**src/rtl/cordic_pkg.sv**
```systemverilog
// Purpose    : shared constants and types for the sequential CORDIC engine.
// Latency    : n/a (types, constants and a pure lookup function only).
// Backpressure: n/a.
// Contents   : q2_30_t, state_t, K_Q30, PI_2_Q30, atan_q30() lookup.
package cordic_pkg;

    typedef logic signed [31:0] q2_30_t;

    typedef enum logic [1:0] {
        IDLE = 2'd0,
        ITER = 2'd1,
        DONE = 2'd2
    } state_t;

    // Reciprocal of the CORDIC gain, so x converges directly to cos().
    localparam q2_30_t K_Q30    = 32'sh26DD3B6A;
    localparam q2_30_t PI_2_Q30 = 32'sh6487ED51;

    // atan(2^-i) * 2^30, rounded to nearest.
    function automatic q2_30_t atan_q30(input logic [4:0] idx);
        q2_30_t v;
        case (idx)
            5'd0:    v = 32'sh3243F6A9;
            5'd1:    v = 32'sh1DAC6705;
            5'd2:    v = 32'sh0FADBAFD;
            5'd3:    v = 32'sh07F56EA7;
            5'd4:    v = 32'sh03FEAB77;
            5'd5:    v = 32'sh01FFD55C;
            5'd6:    v = 32'sh00FFFAAB;
            5'd7:    v = 32'sh007FFF55;
            5'd8:    v = 32'sh003FFFEB;
            5'd9:    v = 32'sh001FFFFD;
            5'd10:   v = 32'sh00100000;
            5'd11:   v = 32'sh00080000;
            5'd12:   v = 32'sh00040000;
            5'd13:   v = 32'sh00020000;
            5'd14:   v = 32'sh00010000;
            5'd15:   v = 32'sh00008000;
            5'd16:   v = 32'sh00004000;
            5'd17:   v = 32'sh00002000;
            5'd18:   v = 32'sh00001000;
            5'd19:   v = 32'sh00000800;
            5'd20:   v = 32'sh00000400;
            5'd21:   v = 32'sh00000200;
            5'd22:   v = 32'sh00000100;
            5'd23:   v = 32'sh00000080;
            5'd24:   v = 32'sh00000040;
            5'd25:   v = 32'sh00000020;
            5'd26:   v = 32'sh00000010;
            5'd27:   v = 32'sh00000008;
            5'd28:   v = 32'sh00000004;
            5'd29:   v = 32'sh00000002;
            5'd30:   v = 32'sh00000001;
            default: v = 32'sh00000000;
        endcase
        return v;
    endfunction

endpackage

```
**src/rtl/cordic_stage.sv**
```systemverilog
// Purpose    : one combinational CORDIC micro-rotation (rotation mode).
// Latency    : 0 cycles, purely combinational.
// Backpressure: none; the caller decides when to register the result.
// Ports      : i_x/i_y/i_z current vector and angle, i_shift iteration index,
//              i_atan angle constant for that index; o_x/o_y/o_z rotated values.
module cordic_stage #(
    parameter int WIDTH = 32
) (
    input  logic signed [WIDTH-1:0] i_x,
    input  logic signed [WIDTH-1:0] i_y,
    input  logic signed [WIDTH-1:0] i_z,
    input  logic        [4:0]       i_shift,
    input  logic signed [WIDTH-1:0] i_atan,
    output logic signed [WIDTH-1:0] o_x,
    output logic signed [WIDTH-1:0] o_y,
    output logic signed [WIDTH-1:0] o_z
);

    logic                    w_dir_pos;
    logic signed [WIDTH-1:0] w_x_sh;
    logic signed [WIDTH-1:0] w_y_sh;

    // z == 0 rotates in the positive direction.
    assign w_dir_pos = ~i_z[WIDTH-1];
    assign w_x_sh    = i_x >>> i_shift;
    assign w_y_sh    = i_y >>> i_shift;

    // Plain wrapping adds: in-range angles never overflow Q2.30.
    assign o_x = w_dir_pos ? (i_x - w_y_sh) : (i_x + w_y_sh);
    assign o_y = w_dir_pos ? (i_y + w_x_sh) : (i_y - w_x_sh);
    assign o_z = w_dir_pos ? (i_z - i_atan) : (i_z + i_atan);

endmodule

```
**src/rtl/cordic_seq_ctrl.sv**
```systemverilog
// Purpose    : iterative CORDIC cos/sin engine, one shared stage reused per cycle.
// Latency    : ITERATIONS cycles from the load edge to out_valid; one result per ITERATIONS+2 cycles.
// Backpressure: out_ready=0 holds DONE and its outputs; no angle is accepted outside IDLE.
// Ports      : clk/rst_n (async active-low); in_valid/in_ready/in_angle request side;
//              out_valid/out_ready/out_cos/out_sin/out_theta/out_range_err result side; busy.
// Option     : define CORDIC_ITER_TRACE_EN to add trace_valid/trace_idx/trace_x/trace_z,
//              which expose the pre-rotation state of every ITER cycle.
module cordic_seq_ctrl
    import cordic_pkg::*;
#(
    parameter int WIDTH      = 32,
    parameter int FRAC       = 30,
    parameter int ITERATIONS = 30
) (
    input  logic                    clk,
    input  logic                    rst_n,
    input  logic                    in_valid,
    output logic                    in_ready,
    input  logic signed [WIDTH-1:0] in_angle,
    output logic                    out_valid,
    input  logic                    out_ready,
    output logic signed [WIDTH-1:0] out_cos,
    output logic signed [WIDTH-1:0] out_sin,
    output logic signed [WIDTH-1:0] out_theta,
    output logic                    out_range_err,
    output logic                    busy
`ifdef CORDIC_ITER_TRACE_EN
    ,
    output logic                    trace_valid,
    output logic        [4:0]       trace_idx,
    output logic signed [WIDTH-1:0] trace_x,
    output logic signed [WIDTH-1:0] trace_z
`endif
);

    // Package constants are Q2.30; rescale them to the configured FRAC.
    localparam int FSH = 30 - FRAC;
    localparam logic signed [WIDTH-1:0] K_W    = WIDTH'(K_Q30 >>> FSH);
    localparam logic signed [WIDTH-1:0] PI_2_W = WIDTH'(PI_2_Q30 >>> FSH);
    localparam logic        [4:0]       LAST   = 5'(ITERATIONS - 1);

    state_t                  r_state;
    state_t                  w_state_nxt;
    logic        [4:0]       r_cnt;
    logic signed [WIDTH-1:0] r_x;
    logic signed [WIDTH-1:0] r_y;
    logic signed [WIDTH-1:0] r_z;
    logic signed [WIDTH-1:0] r_angle;
    logic                    r_err;

    logic                    w_load;
    logic                    w_last;
    logic                    w_range_err;
    logic signed [WIDTH-1:0] w_atan;
    logic signed [WIDTH-1:0] w_x_nxt;
    logic signed [WIDTH-1:0] w_y_nxt;
    logic signed [WIDTH-1:0] w_z_nxt;

    assign w_load      = (r_state == IDLE) && in_valid;
    assign w_last      = (r_cnt == LAST);
    // Signed compare on both sides avoids the |0x80000000| overflow trap.
    assign w_range_err = (in_angle > PI_2_W) || (in_angle < -PI_2_W);
    assign w_atan      = WIDTH'(atan_q30(r_cnt) >>> FSH);

    cordic_stage #(
        .WIDTH (WIDTH)
    ) u_stage (
        .i_x     (r_x),
        .i_y     (r_y),
        .i_z     (r_z),
        .i_shift (r_cnt),
        .i_atan  (w_atan),
        .o_x     (w_x_nxt),
        .o_y     (w_y_nxt),
        .o_z     (w_z_nxt)
    );

    // State register
    always_ff @(posedge clk or negedge rst_n) begin
        if (!rst_n) begin
            r_state <= IDLE;
        end else begin
            r_state <= w_state_nxt;
        end
    end

    // Next-state logic
    always_comb begin
        w_state_nxt = r_state;
        case (r_state)
            IDLE:    if (in_valid)  w_state_nxt = ITER;
            ITER:    if (w_last)    w_state_nxt = DONE;
            DONE:    if (out_ready) w_state_nxt = IDLE;
            default: w_state_nxt = IDLE;
        endcase
    end

    // Handshake / status outputs
    always_comb begin
        in_ready  = 1'b0;
        out_valid = 1'b0;
        busy      = 1'b1;
        case (r_state)
            IDLE: begin
                in_ready = 1'b1;
                busy     = 1'b0;
            end
            DONE:    out_valid = 1'b1;
            default: ;
        endcase
    end

    // Datapath: load in IDLE, rotate in ITER, hold otherwise.
    always_ff @(posedge clk or negedge rst_n) begin
        if (!rst_n) begin
            r_cnt   <= '0;
            r_x     <= '0;
            r_y     <= '0;
            r_z     <= '0;
            r_angle <= '0;
            r_err   <= 1'b0;
        end else if (w_load) begin
            r_cnt   <= '0;
            r_x     <= K_W;
            r_y     <= '0;
            r_z     <= in_angle;
            r_angle <= in_angle;
            r_err   <= w_range_err;
        end else if (r_state == ITER) begin
            r_cnt <= r_cnt + 5'd1;
            r_x   <= w_x_nxt;
            r_y   <= w_y_nxt;
            r_z   <= w_z_nxt;
        end
    end

    // Out-of-range requests still rotate, but the result is replaced by
    // zeros and the original angle so the sink can see what was rejected.
    assign out_cos       = r_err ? '0      : r_x;
    assign out_sin       = r_err ? '0      : r_y;
    assign out_theta     = r_err ? r_angle : r_z;
    assign out_range_err = r_err;

`ifdef CORDIC_ITER_TRACE_EN
    assign trace_valid = (r_state == ITER);
    assign trace_idx   = r_cnt;
    assign trace_x     = r_x;
    assign trace_z     = r_z;
`endif

endmodule
```
**config.mk**
```make
export PLATFORM = sky130hd
export DESIGN_NAME = cordic_seq_ctrl
export DESIGN_NICKNAME = d
export VERILOG_FILES = /design/src/rtl/cordic_pkg.sv /design/src/rtl/cordic_stage.sv /design/src/rtl/cordic_seq_ctrl.sv
export SDC_FILE = /design/constraint.sdc
export NUM_CORES = 1
export LEC_CHECK = 0
export CORE_ASPECT_RATIO = 1.25
export CORE_UTILIZATION = 28
export DETAILED_ROUTE_END_ITERATION = 7
export SYNTH_ARGS = -nofsm -noshare
export SYNTH_HDL_FRONTEND = slang
export SYNTH_HIERARCHICAL = 1
export SYNTH_SLANG_ARGS = --single-unit
```
**constraint.sdc**
```tcl
create_clock -name clk -period 6.6 [get_ports clk]
set_clock_uncertainty 0.15 [all_clocks]
set_input_delay 1.65 -clock clk [delete_from_list [all_inputs] [get_ports clk]]
set_output_delay 1.65 -clock clk [all_outputs]
set_load 0.03 [all_outputs]
```
==> flow_summary.toml <==
[outcome]
status = "finished clean"

[timing]
maxSlewHeadroom_pct = 37.2
period_share_pct = 93.9
max_freq_mhz = 161
report.final.hold_viol_count = 0
tightest_slew_ns = 0.936
setup-tns-final_ns = 0
report.final.slew_viol_count = 0
timing.hold.ws_ns = 0.320
setup_viol = 0
fin_crit_ns = 6.19
rsz0062_at_grt = "no"

[min_path]
hold_class = "reg2reg"
min_path_cells = 2

[floorplanning]
core_area_mm2 = 0.0644
die_h_um = 287
fp.dieW_um = 230
num_rows = 104
io_pins = 136
initial_core_util_pct = 28.3
die_area_mm2 = 0.0662

[clock_network]
clkLatencyLatePin_ns = 0.48
cts_sinks = 136
cts.clk_slew.worst_paths_ns = 0.07
htree_levels = 4
cts_tree = "built"
clock_path_buffers = 2
cts_inserted_buffers = 17
clockRootBuffer = "clkbuf_16"

[synth]
avgSynthCellArea_um2 = 7.96
ys_async_sr_fraction_pct = 100
synth_warnings = 6
ys_types = 100
synth_ff_type = "dfrtp_1"
synthCells = 2291
synth-seq-area-share_pct = 18.7
ys_seq_elements = 136
syn_area_mm2 = 0.0182
synth_edf_count = 0

[routing]
dr.pass1.iters = 6
drt_iter0_drc = 1536
wl_met3_um = 4580
drc = 0
wl_met2_um = 33500
ant_nets = 0
viasPerCell = 5.58
wirelength_um = 67600
m1WireLength_um = 26300
routedWlPerCell_um = 20.6
highest_layer = "met4"
num_vias = 18300

[critical_path]
crit_type = "reg2reg"
r2r_cells = 22
critical_path.startpoint_type = "flip-flop"
path_common_cell = "o21ai_0"
end_kind = "flip-flop"
required_ns = 6.79
critical-path-max-stage-delay_ns = 0.74
crit_chain = "mux4_1 > mux4_2 > a2111oi_2 > a41o_2 > nand4b_4 > nor3b_2 > a31oi_1 > xnor2_1 > ha_1 > nand4_1 > a211oi_1 > a21oi_1 > a31oi_1 > a211oi_1 > o21ai_0 > o41ai_1 > buf_4 > o21a_1 > o21ai_0 > xor2_1 > nand2_1 > o21ai_0"
cp_max_fo = 18
arrival_ns = 6.38
crit_path_top_delay_cell = "mux4_1"

[global_routing]
grt_overflow = 0
first_global_vias = 17500
grt_antenna_before_repair = 1
grt_max_degree = 92
grt.total_usage_pct = 20.1
grt_pass1_wl_um = 103000

[finish]
antennaDiodeCount = 0
final_nets = 2564
multi_input_area_mm2 = 0.0140
final_area_mm2 = 0.0215
seqCellArea_mm2 = 0.00342
fillers = 6806
synthToLayoutAreaGrowth_pct = 18.0
final_cell_count_no_fill = 3274
drive_gt1_share_pct = 12.9

[placement]
dp_cells = 3233
portBuffers = 135
gp_congestion = 1.03
dp_hpwl_um = 50800
placed_area_mm2 = 0.0208

[job]
maxCapViolCount = 0
==> synth_stat cells, drive strengths merged, types with 33 or more instances <==
| master | n | share of area (%) |
|---|---|---|
| dfrtp | 136 | 19 |
| mux4 | 91 | 11 |
| nor2b | 81 | 2.8 |
| a31oi | 33 | 1.1 |
| nand2 | 429 | 8.8 |
| xnor2 | 97 | 4.7 |
| a21oi | 171 | 4.7 |
| inv | 62 | 1.3 |
| clkbuf | 75 | 1.5 |
| a21o | 44 | 1.8 |
| mux2 | 48 | 3.0 |
| ha | 112 | 7.7 |
| buf | 59 | 2.1 |
| nor2 | 169 | 3.5 |
| nand3 | 51 | 1.4 |
| mux2i | 46 | 2.5 |
| o21ai | 135 | 3.7 |
| xor2 | 71 | 3.4 |
| nor3 | 41 | 1.2 |
==> kinds of logic after synthesis <==
logic type / share of synthesized area, %
multiplexers: 16.9
other: 0.0206
AO/OA/AOI/OAI: 20.8
XOR/XNOR: 8.06
buffers and inverters: 5.00
adder cells (fa/ha/maj): 8.01
AND/OR/NAND/NOR: 22.5
flip-flops: 18.7
==> worst paths after layout <==
check | startpoint | endpoint | slack [ns]
setup / recovery | r_cnt[0] | r_x[28] | 0.41
hold / removal | r_angle[29] | r_angle[29] | 0.32
setup reg to reg | r_cnt[0] | r_x[28] | 0.41
hold reg to reg | r_angle[29] | r_angle[29] | 0.32
max in group asynchronous | rst_n | out_range_err | 4.20
min in group asynchronous | rst_n | r_angle[5] | 0.93
==> per-stage QoR <==
step / setup WS [ns] / utilization [%]
global route: 0.00887 / 33.4
detailed placement: 0.318 / 32.2
global placement: 0.310 / 32.2
floorplan: 0.931 / -
finish: 0.405 / 33.4
CTS: 0.276 / 33.2
==> placed cells by master (no fill, tap or decap), types with 44 or more instances in the layout <==
cell | netlist | routed
nand2_1 | 429 | 428
xor2_1 | 71 | 71
mux2i_1 | 46 | 45
nor2_1 | 167 | 166
inv_1 | 60 | 60
buf_4 | 2 | 94
ha_1 | 112 | 111
mux4_2 | 81 | 81
xnor2_1 | 97 | 97
dfrtp_1 | 136 | 129
a21oi_1 | 171 | 171
a21o_1 | 44 | 44
clkdlybuf4s50_1 | 0 | 134
mux2_2 | 48 | 48
nand3_1 | 50 | 50
o21ai_0 | 134 | 134
nor2b_1 | 81 | 80
==> cell type report <==
cell class                      instances  area share (%)
Tap cell                              848            4.93
Clock buffer                           19            2.01
Clock inverter                         13           0.918
Inverter                               65            1.16
Sequential cell                       136            15.9
Multi-Input combinational cell       1958            64.9
Timing Repair Buffer                  235            10.2
==> routing by layer <==
layer | GRT usage, % | vias to the layer above
met3 | 3.19 | 175
li1 | - | 8544
met2 | 35.5 | 813
met1 | 23.6 | 8750
met5 | 0 | -
met4 | 9.44 | 0
==> flip-flops by register name, summed over array words and instances, names as in the netlist <==
name           count
r_y               32
r_state            2
r_angle           32
r_cnt              5
out_range_err      1
r_z               32
r_x               32
==> critical path: cells and delay by family, from the launching register on <==
kind	cells	cell delay [ns]
compound gates	12	2.35
xor+xnor	2	0.31
flops	1	0.62
buf+inv	1	0.18
simple gates	4	0.71
mux	2	1.32
fa+ha+maj	1	0.40
==> timing repair <==
action	4_1_cts	5_1_grt
hold buffers	0	0
setup endpoints to repair	0	10
endpoints found under the hold margin	0	0
setup buffers	0	9
gates resized for setup	0	6
Power is not shown: default switching activity piles up to over one toggle a cycle in this logic, so the estimate is an artifact.
